[config.mk]
export PLATFORM = sky130hd
export DESIGN_NAME = uart_tx_dev
export DESIGN_NICKNAME = d
export VERILOG_FILES = /design/src/rtl/uart_tx_dev.sv
export SDC_FILE = /design/constraint.sdc
export NUM_CORES = 1
export LEC_CHECK = 0
export CAP_MARGIN = 20
export CELL_PAD_IN_SITES_DETAIL_PLACEMENT = 1
export CELL_PAD_IN_SITES_GLOBAL_PLACEMENT = 1
export CORE_MARGIN = 3
export CORE_UTILIZATION = 48
export CTS_CLUSTER_SIZE = 25
export DETAILED_ROUTE_END_ITERATION = 10
export GPL_ROUTABILITY_DRIVEN = 0
export PLACE_DENSITY = 0.92
export SETUP_SLACK_MARGIN = 0.02
export SKIP_LAST_GASP = 1
export SLEW_MARGIN = 20
export SYNTH_ARGS = -nofsm -noshare
export SYNTH_HDL_FRONTEND = slang
export SYNTH_SLANG_ARGS = --single-unit
export TNS_END_PERCENT = 50
[constraint.sdc]
create_clock -name clk -period 9.35 [get_ports clk]
set_input_delay 1.87 -clock clk [delete_from_list [all_inputs] [get_ports clk]]
set_output_delay 1.87 -clock clk [all_outputs]
set_load 0.02 [all_outputs]
[src/rtl/uart_tx_dev.sv]
// uart_tx_dev: bridge-attached 8N1 UART transmitter with a TX FIFO,
// programmable bit divisor and a level interrupt on "all data sent".
module uart_tx_dev #(
    parameter int unsigned FIFO_DEPTH = 8,
    parameter logic [15:0] DIV_RESET  = 16'd16
) (
    input  logic        clk,
    input  logic        reset,
    input  logic [29:0] Addr,
    input  logic        WE,
    input  logic [31:0] Din,
    output logic [31:0] Dout,
    output logic        IRQ,
    output logic        txd
);

    localparam int unsigned PW = $clog2(FIFO_DEPTH);
    localparam int unsigned CW = PW + 1;

    typedef enum logic [1:0] {
        ST_IDLE  = 2'd0,
        ST_START = 2'd1,
        ST_DATA  = 2'd2,
        ST_STOP  = 2'd3
    } state_t;

    // STATUS count field is only 4 bits wide; deeper FIFOs saturate at 15
    function automatic logic [3:0] sat_count(input logic [CW-1:0] c);
        logic [31:0] wide;
        wide = 32'(c);
        if (wide > 32'd15) begin
            sat_count = 4'hF;
        end else begin
            sat_count = wide[3:0];
        end
    endfunction

    state_t      state_q, state_d;
    logic [15:0] bcnt_q, bcnt_d;
    logic [2:0]  bidx_q, bidx_d;
    logic [7:0]  shift_q, shift_d;
    logic [15:0] frame_div_q, frame_div_d;
    logic [15:0] div_reg_q, div_reg_d;
    logic [1:0]  ctrl_q, ctrl_d;
    logic        ovf_q, ovf_d;
    logic        irq_q, irq_d;
    logic        txd_q, txd_d;
    logic [7:0]  mem_q [FIFO_DEPTH];
    logic [7:0]  mem_d [FIFO_DEPTH];
    logic [PW-1:0] wr_ptr_q, wr_ptr_d;
    logic [PW-1:0] rd_ptr_q, rd_ptr_d;
    logic [CW-1:0] count_q, count_d;

    logic        we_data_s, we_status_s, we_ctrl_s, we_div_s;
    logic        full_s, empty_s, busy_s, pop_s, push_ok_s;
    logic [15:0] eff_div_s;
    logic        unused_bits_s;

    assign we_data_s   = WE && (Addr[1:0] == 2'd0);
    assign we_status_s = WE && (Addr[1:0] == 2'd1);
    assign we_ctrl_s   = WE && (Addr[1:0] == 2'd2);
    assign we_div_s    = WE && (Addr[1:0] == 2'd3);
    assign full_s      = (count_q == CW'(FIFO_DEPTH));
    assign empty_s     = (count_q == CW'(0));
    assign busy_s      = (state_q != ST_IDLE);
    // A zero divisor would stall the bit timer, so it behaves as one cycle per bit
    assign eff_div_s   = (div_reg_q == 16'd0) ? 16'd1 : div_reg_q;
    // Only the low address bits and low data bits carry meaning
    assign unused_bits_s = ^{Addr[29:2], Din[31:16]};

    assign IRQ = irq_q;
    assign txd = txd_q;

    // Serialiser: pop a byte when enabled, then time start, 8 data and stop bits
    always_comb begin
        state_d     = state_q;
        bcnt_d      = bcnt_q;
        bidx_d      = bidx_q;
        shift_d     = shift_q;
        frame_div_d = frame_div_q;
        pop_s       = 1'b0;
        case (state_q)
            ST_IDLE: begin
                if (ctrl_q[0] && !empty_s) begin
                    pop_s       = 1'b1;
                    shift_d     = mem_q[rd_ptr_q];
                    frame_div_d = eff_div_s;
                    bcnt_d      = eff_div_s - 16'd1;
                    state_d     = ST_START;
                end else begin
                    state_d = ST_IDLE;
                end
            end
            ST_START: begin
                if (bcnt_q == 16'd0) begin
                    bcnt_d  = frame_div_q - 16'd1;
                    bidx_d  = 3'd0;
                    state_d = ST_DATA;
                end else begin
                    bcnt_d = bcnt_q - 16'd1;
                end
            end
            ST_DATA: begin
                if (bcnt_q == 16'd0) begin
                    bcnt_d  = frame_div_q - 16'd1;
                    shift_d = {1'b0, shift_q[7:1]};
                    if (bidx_q == 3'd7) begin
                        state_d = ST_STOP;
                    end else begin
                        bidx_d = bidx_q + 3'd1;
                    end
                end else begin
                    bcnt_d = bcnt_q - 16'd1;
                end
            end
            ST_STOP: begin
                if (bcnt_q == 16'd0) begin
                    state_d = ST_IDLE;
                end else begin
                    bcnt_d = bcnt_q - 16'd1;
                end
            end
            default: begin
                state_d = ST_IDLE;
            end
        endcase
    end

    // Serial line level follows the state being entered so txd is a clean flop output
    always_comb begin
        txd_d = 1'b1;
        case (state_d)
            ST_IDLE:  txd_d = 1'b1;
            ST_START: txd_d = 1'b0;
            ST_DATA:  txd_d = shift_d[0];
            ST_STOP:  txd_d = 1'b1;
            default:  txd_d = 1'b1;
        endcase
    end

    // FIFO bookkeeping; a push into a full FIFO survives only if a pop frees a slot
    always_comb begin
        mem_d     = mem_q;
        wr_ptr_d  = wr_ptr_q;
        rd_ptr_d  = rd_ptr_q;
        count_d   = count_q;
        ovf_d     = ovf_q;
        push_ok_s = we_data_s && (!full_s || pop_s);
        if (push_ok_s) begin
            mem_d[wr_ptr_q] = Din[7:0];
            wr_ptr_d        = wr_ptr_q + PW'(1);
        end else begin
            wr_ptr_d = wr_ptr_q;
        end
        if (pop_s) begin
            rd_ptr_d = rd_ptr_q + PW'(1);
        end else begin
            rd_ptr_d = rd_ptr_q;
        end
        case ({push_ok_s, pop_s})
            2'b10:   count_d = count_q + CW'(1);
            2'b01:   count_d = count_q - CW'(1);
            default: count_d = count_q;
        endcase
        if (we_status_s) begin
            ovf_d = 1'b0;
        end else if (we_data_s && full_s && !pop_s) begin
            ovf_d = 1'b1;
        end else begin
            ovf_d = ovf_q;
        end
    end

    // Control/divisor register writes and the registered interrupt level
    always_comb begin
        ctrl_d    = ctrl_q;
        div_reg_d = div_reg_q;
        if (we_ctrl_s) begin
            ctrl_d = Din[1:0];
        end else begin
            ctrl_d = ctrl_q;
        end
        if (we_div_s) begin
            div_reg_d = Din[15:0];
        end else begin
            div_reg_d = div_reg_q;
        end
        irq_d = ctrl_q[1] && empty_s && !busy_s;
    end

    // Combinational register read mux; reads never change state
    always_comb begin
        Dout = 32'd0;
        case (Addr[1:0])
            2'd0:    Dout = 32'd0;
            2'd1:    Dout = {24'd0, sat_count(count_q), ovf_q, busy_s, empty_s, full_s};
            2'd2:    Dout = {30'd0, ctrl_q};
            2'd3:    Dout = {16'd0, div_reg_q};
            default: Dout = 32'd0;
        endcase
    end

    // State registers; reset drops the line high at once and discards queued bytes
    always_ff @(posedge clk or posedge reset) begin
        if (reset) begin
            state_q     <= ST_IDLE;
            bcnt_q      <= 16'd0;
            bidx_q      <= 3'd0;
            shift_q     <= 8'd0;
            frame_div_q <= 16'd1;
            div_reg_q   <= DIV_RESET;
            ctrl_q      <= 2'd0;
            ovf_q       <= 1'b0;
            irq_q       <= 1'b0;
            txd_q       <= 1'b1;
            wr_ptr_q    <= PW'(0);
            rd_ptr_q    <= PW'(0);
            count_q     <= CW'(0);
            for (int i = 0; i < FIFO_DEPTH; i++) begin
                mem_q[i] <= 8'd0;
            end
        end else begin
            state_q     <= state_d;
            bcnt_q      <= bcnt_d;
            bidx_q      <= bidx_d;
            shift_q     <= shift_d;
            frame_div_q <= frame_div_d;
            div_reg_q   <= div_reg_d;
            ctrl_q      <= ctrl_d;
            ovf_q       <= ovf_d;
            irq_q       <= irq_d;
            txd_q       <= txd_d;
            wr_ptr_q    <= wr_ptr_d;
            rd_ptr_q    <= rd_ptr_d;
            count_q     <= count_d;
            mem_q       <= mem_d;
        end
    end

endmodule

; ---- After elaboration in Yosys (flattened, before gate mapping)
; Cells that the tools add are included.
[op_classes]
n_addsub = 8
n_lt_le_gt_ge = 3
eq_ne = 18
muxes = 31
bitwise_logic = 2
reduce_logical = 33
[op_table]
columns = cell, n
row1 = $pmux 32 s4, 1
row2 = $bwmux 64, 1
row3 = $mux 16, 4
row4 = $pmux 16 s3, 1
row5 = $sub 16x1->16 const B, 3
row6 = $mux 8, 5
row7 = $logic_not 16->1, 2
row8 = $bmux 8 s3, 1
row9 = $demux 8 s3, 1
row10 = $pmux 8 s2, 1
row11 = $eq 2x2->1 const B, 7
row12 = $logic_and 1x1->1, 11
row13 = $ne 2x2->1 const B, 5
row14 = $reduce_bool 2->1, 5
row15 = $add 3x1->3 const B, 3
row16 = $mux 3, 3
row17 = $eq 2x1->1 const B, 4
row18 = $ge 4x4->1 const B, 2
row19 = $mux 2, 4
row20 = $not 3->4, 2
row21 = $pmux 2 s4, 1
row22 = $pmux 4 s2, 1
row23 = $logic_not 2->1, 3
row24 = $pmux 3 s2, 1
row25 = 14 further kinds, 23
[word_totals]
ff_bits = 140

; ---- Depth between registers and ports, before layout
[logic_depth]
depth_word = 9
mapped_depth = 14

; ---- Least setup slack after synthesis
; No wires, ideal clock.
[synth_path]
kind = input to output
start = input Addr[1]
end = output Dout[0]
arrival_ns = 2.763
path_slack_ns = 4.717
cell_stages = 3
path_buffers = 1
path_cell_list = clkbuf_1 nand2b_1 o21ai_0
[synth_between]
elab_chain_len = 2
[synth_lines]
columns = element, line
row1 = start: declaration, 9  ; input logic [29:0] Addr,
row2 = "$eq 2x2->1, or another cell as far along", 194  ; case (Addr[1:0])
row3 = $pmux 32 s4 *, 194
row4 = end: declaration, 12  ; output logic [31:0] Dout,
; Every way passes the cells marked *; elsewhere a longest branch is shown, timed or not. The select of a mux whose other input is x is not followed.

; ---- Final worst setup path
[layout_path]
start = input Addr[1]
end = output Dout[2]
; Same word-level chain as after synthesis.

==> impl_results.md <==
* Die Y at 134 um
* Status: complete, no violations
* CTS tree: yes
* Clock Sinks at 140
* Synth area leaders: dfrtp_1 (43%), mux2_2 (13%), mux4_2 (4.6%), nand2_1 (4.2%), ha_1 (2.5%)
* Post-synth top area share at 0.434
* Final std cells w/o fill at between 900 and 1000
* Router iterations before antenna repair at 5
* Worst R2R Path Depth at 11
* Hpwl dp at 14.9 mm
* Hold buffers post-CTS at 0
* Max-slew violation count at 0
* Most frequent cells after synthesis: dfrtp_1 (137), mux2_2 (93), nand2_1 (88), nor2_1 (31), o21ai_0 (21)
* Layout cells sized above 1 at 0.242
* Fin Setup TNS at 0 ns
* Core Region at 16000 um2
* Worst path most repeated cell: clkdlybuf4s50_1
* GRT Max-Usage Layer: met2
* Critical path data required time at approximately 7.5 ns
* Post-synth EDFFs at 0
* Number of setup violations in the final report at 0
* Vias at between 6000 and 7000
* M3 GR Usage at 0.0536
* Switch share at 0.416
* Unrepaired setup endpoints after global routing: false
* Worst setup SP type: input port
* Maximum clock frequency at 0.165 GHz
* YS warnings at 0
* Ports at 99
* Postcts setup bufs at 0
* Fin. Hold Viols at 0
* Net count reported at finish at between 800 and 900
* Met1 usage at 0.369
* Largest net degree at the start of global routing at 93
* Crit share post-route at 0.648
* Filler cells at ~1700
* Worst hold path depth at 2
* Hold slack at 0.509 ns
* CP max-delay cell: clkdlybuf4s50_1
* PostCTS Resize Cnt at 0
* Mapped cell area at 7890 um2
* Cell chain of the critical path: clkdlybuf4s50_1, o21ai_0, and2_1, clkdlybuf4s50_1
* Most common cell in the netlist: dfrtp_1
* Vias per inst at around 6.5
* Clk_lat worst skew at 0.44 ns
* Register bit total from synthesis at 140
* Initial Util at 0.493
* Root Driver: clkbuf_16
* Async S/R FF share, synth at 1.00
* Worst EP arrival at 4.19 ns
* Final WL at 26.9 mm
* # Max-Cap Violations at 0
* GRT overflow at 0
* Synth-to-layout area growth at 13.0%
* Number of antenna violations at the first check in global routing at 0
* Net Switching at 1.27 mW
* Rel. slew slack at 0.314
* DP Cell Count at 924
* Area leader, netlist: dfrtp_1
* PortBufs at 38
* Die area at around 18000 um2
* Max clock buf depth at 2
* Slew @ Worst Pin at 1.03 ns
* Vias in the first global route at 6552
* Antenna diode count at 0
* Minimum clock period at 6.06 ns
* Synth unique cells at 74
* Leak pwr at 3.94 nW
* Synth Flop Type: dfrtp_1
* Iter 0 DRT Violations at 676
* Sequential share of the synthesized area at 0.444
* WS Path Type: input port to primary output
* CTS Buf Count at 17
* M2 GR Usage at 0.498
* Drt drc at 0
* Clock Pin Slew Worst Setup and Hold Paths at about 0.070 ns
* P_int at 1.78 mW
* Per-cell routed wire length at 28.1 um
* Die Width at 134 um
* Crit-path max FO at 21
* # rows at 46
* VDD IR-drop max at 0.207 mV
* Logic pwr share at 0.375
* Share of total power in sequential cells at 0.393
* First-pass GRT wire length at 40.3 mm
* GRT Total Usage at 0.291
* Clock Power Share at 0.233
* Clk_skew at 0.00870 ns
* Post-Syn Area per Cell at 11.2 um2
* Cell area power density at 341 nW/um2
* Synth Instances at 705
* Hold WC Path Type: flip-flop to flip-flop
* H-tree lvl count at 4
* Antenna viol nets, final at 0
* Crit. End Element: primary output
* CP peak stage delay at 0.90 ns
-- sequential cells by signal, summed over array words and instances (netlist names) --
name and flops:
wr_ptr_q 3, div_reg_q 16, rd_ptr_q 3, shift_q 8, txd 1, frame_div_q 16
count_q 4, ctrl_q 2, IRQ 1, state_q 2, mem_q 64, ovf_q 1
bcnt_q 16, bidx_q 3
-- final cells by class --
cell class | instances | area (um2) | share of cell area
Timing Repair Buffer | 41 | 407 | 0.0456
Inverter | 17 | 66.3 | 0.00743
Multi-Input combinational cell | 510 | 4080 | 0.457
Sequential cell | 140 | 3510 | 0.393
Tap cell | 216 | 270 | 0.0303
Clock buffer | 19 | 433 | 0.0485
Clock inverter | 13 | 158 | 0.0177
-- layer usage --
layer | vias up | share of wire
met4 | 0 | 0.042
li1 | 2546 | -
met5 | - | 0
met2 | 332 | 0.50
met1 | 3192 | 0.39
met3 | 115 | 0.069
-- final timing paths --
path / start / end / slack (ns)
worst max-delay path: Addr[1] / Dout[2] / 3.29
worst min-delay path: frame_div_q[15] / frame_div_q[15] / 0.51
worst max register to register: state_q[0] / count_q[3] / 5.23
worst min register to register: frame_div_q[15] / frame_div_q[15] / 0.51
max in group asynchronous: reset / mem_q[39] / 6.14
min in group asynchronous: reset / ctrl_q[1] / 1.91
-- metrics by stage --
stage / instance area, um2 / utilization / power (mW) / setup WS (ns)
floorplan: 7950 / - / 1.87 / 3.73
global placement: 8320 / 0.520 / 2.07 / 3.60
detailed placement: 8320 / 0.520 / 2.20 / 3.50
CTS: 8910 / 0.557 / 2.98 / 3.37
global route: 8920 / 0.558 / 3.17 / 3.30
finish: 8920 / 0.558 / 3.04 / 3.29
-- power groups by stage --
stage | sequential (mW) | combinational, mW | clock [mW]
after detailed placement | 1.15 | 1.04 | 0
after CTS | 1.17 | 1.11 | 0.703
after global routing | 1.22 | 1.22 | 0.733
after global placement | 1.10 | 0.964 | 0
final | 1.19 | 1.14 | 0.708
after floorplan | 0.999 | 0.874 | 0
-- layout by cell type, fill, tap and decap left out, types with 5 or more instances in the layout --
| master | netlist | final |
|---|---|---|
| a21oi_1 | 19 | 18 |
| and3_1 | 8 | 8 |
| clkbuf_16 | 0 | 17 |
| clkdlybuf4s50_1 | 0 | 38 |
| conb_1 | 1 | 16 |
| dfrtp_1 | 137 | 136 |
| ha_1 | 16 | 16 |
| inv_1 | 17 | 16 |
| inv_6 | 0 | 5 |
| mux2_2 | 93 | 93 |
| mux2i_1 | 17 | 17 |
| mux4_2 | 16 | 16 |
| nand2_1 | 88 | 88 |
| nand3_1 | 10 | 10 |
| nor2_1 | 31 | 31 |
| nor2b_1 | 8 | 8 |
| nor3_1 | 10 | 10 |
| nor4_1 | 11 | 11 |
| o21ai_0 | 21 | 21 |
| o2bb2ai_1 | 6 | 6 |
| o31ai_1 | 8 | 8 |
| or3_1 | 5 | 5 |
| xnor2_1 | 17 | 17 |
| xor2_1 | 19 | 19 |
-- worst max-delay path, delay by kind of cell --
kind / cells / cell delay [ns]
buf+inv: 2 / 1.51
simple gates: 1 / 0.21
compound gates: 1 / 0.59
-- kinds of logic after synthesis --
group / Yosys count / share of synthesized area
simple gates: 219 / 0.154
other cells: 1 / 0.000475
fa+ha+maj: 17 / 0.0279
xor+xnor: 36 / 0.0399
buf+inv: 70 / 0.0463
compound gates: 96 / 0.0869
flops: 140 / 0.444
mux: 126 / 0.200
No activity file was read; power rests on OpenSTA's default activity.
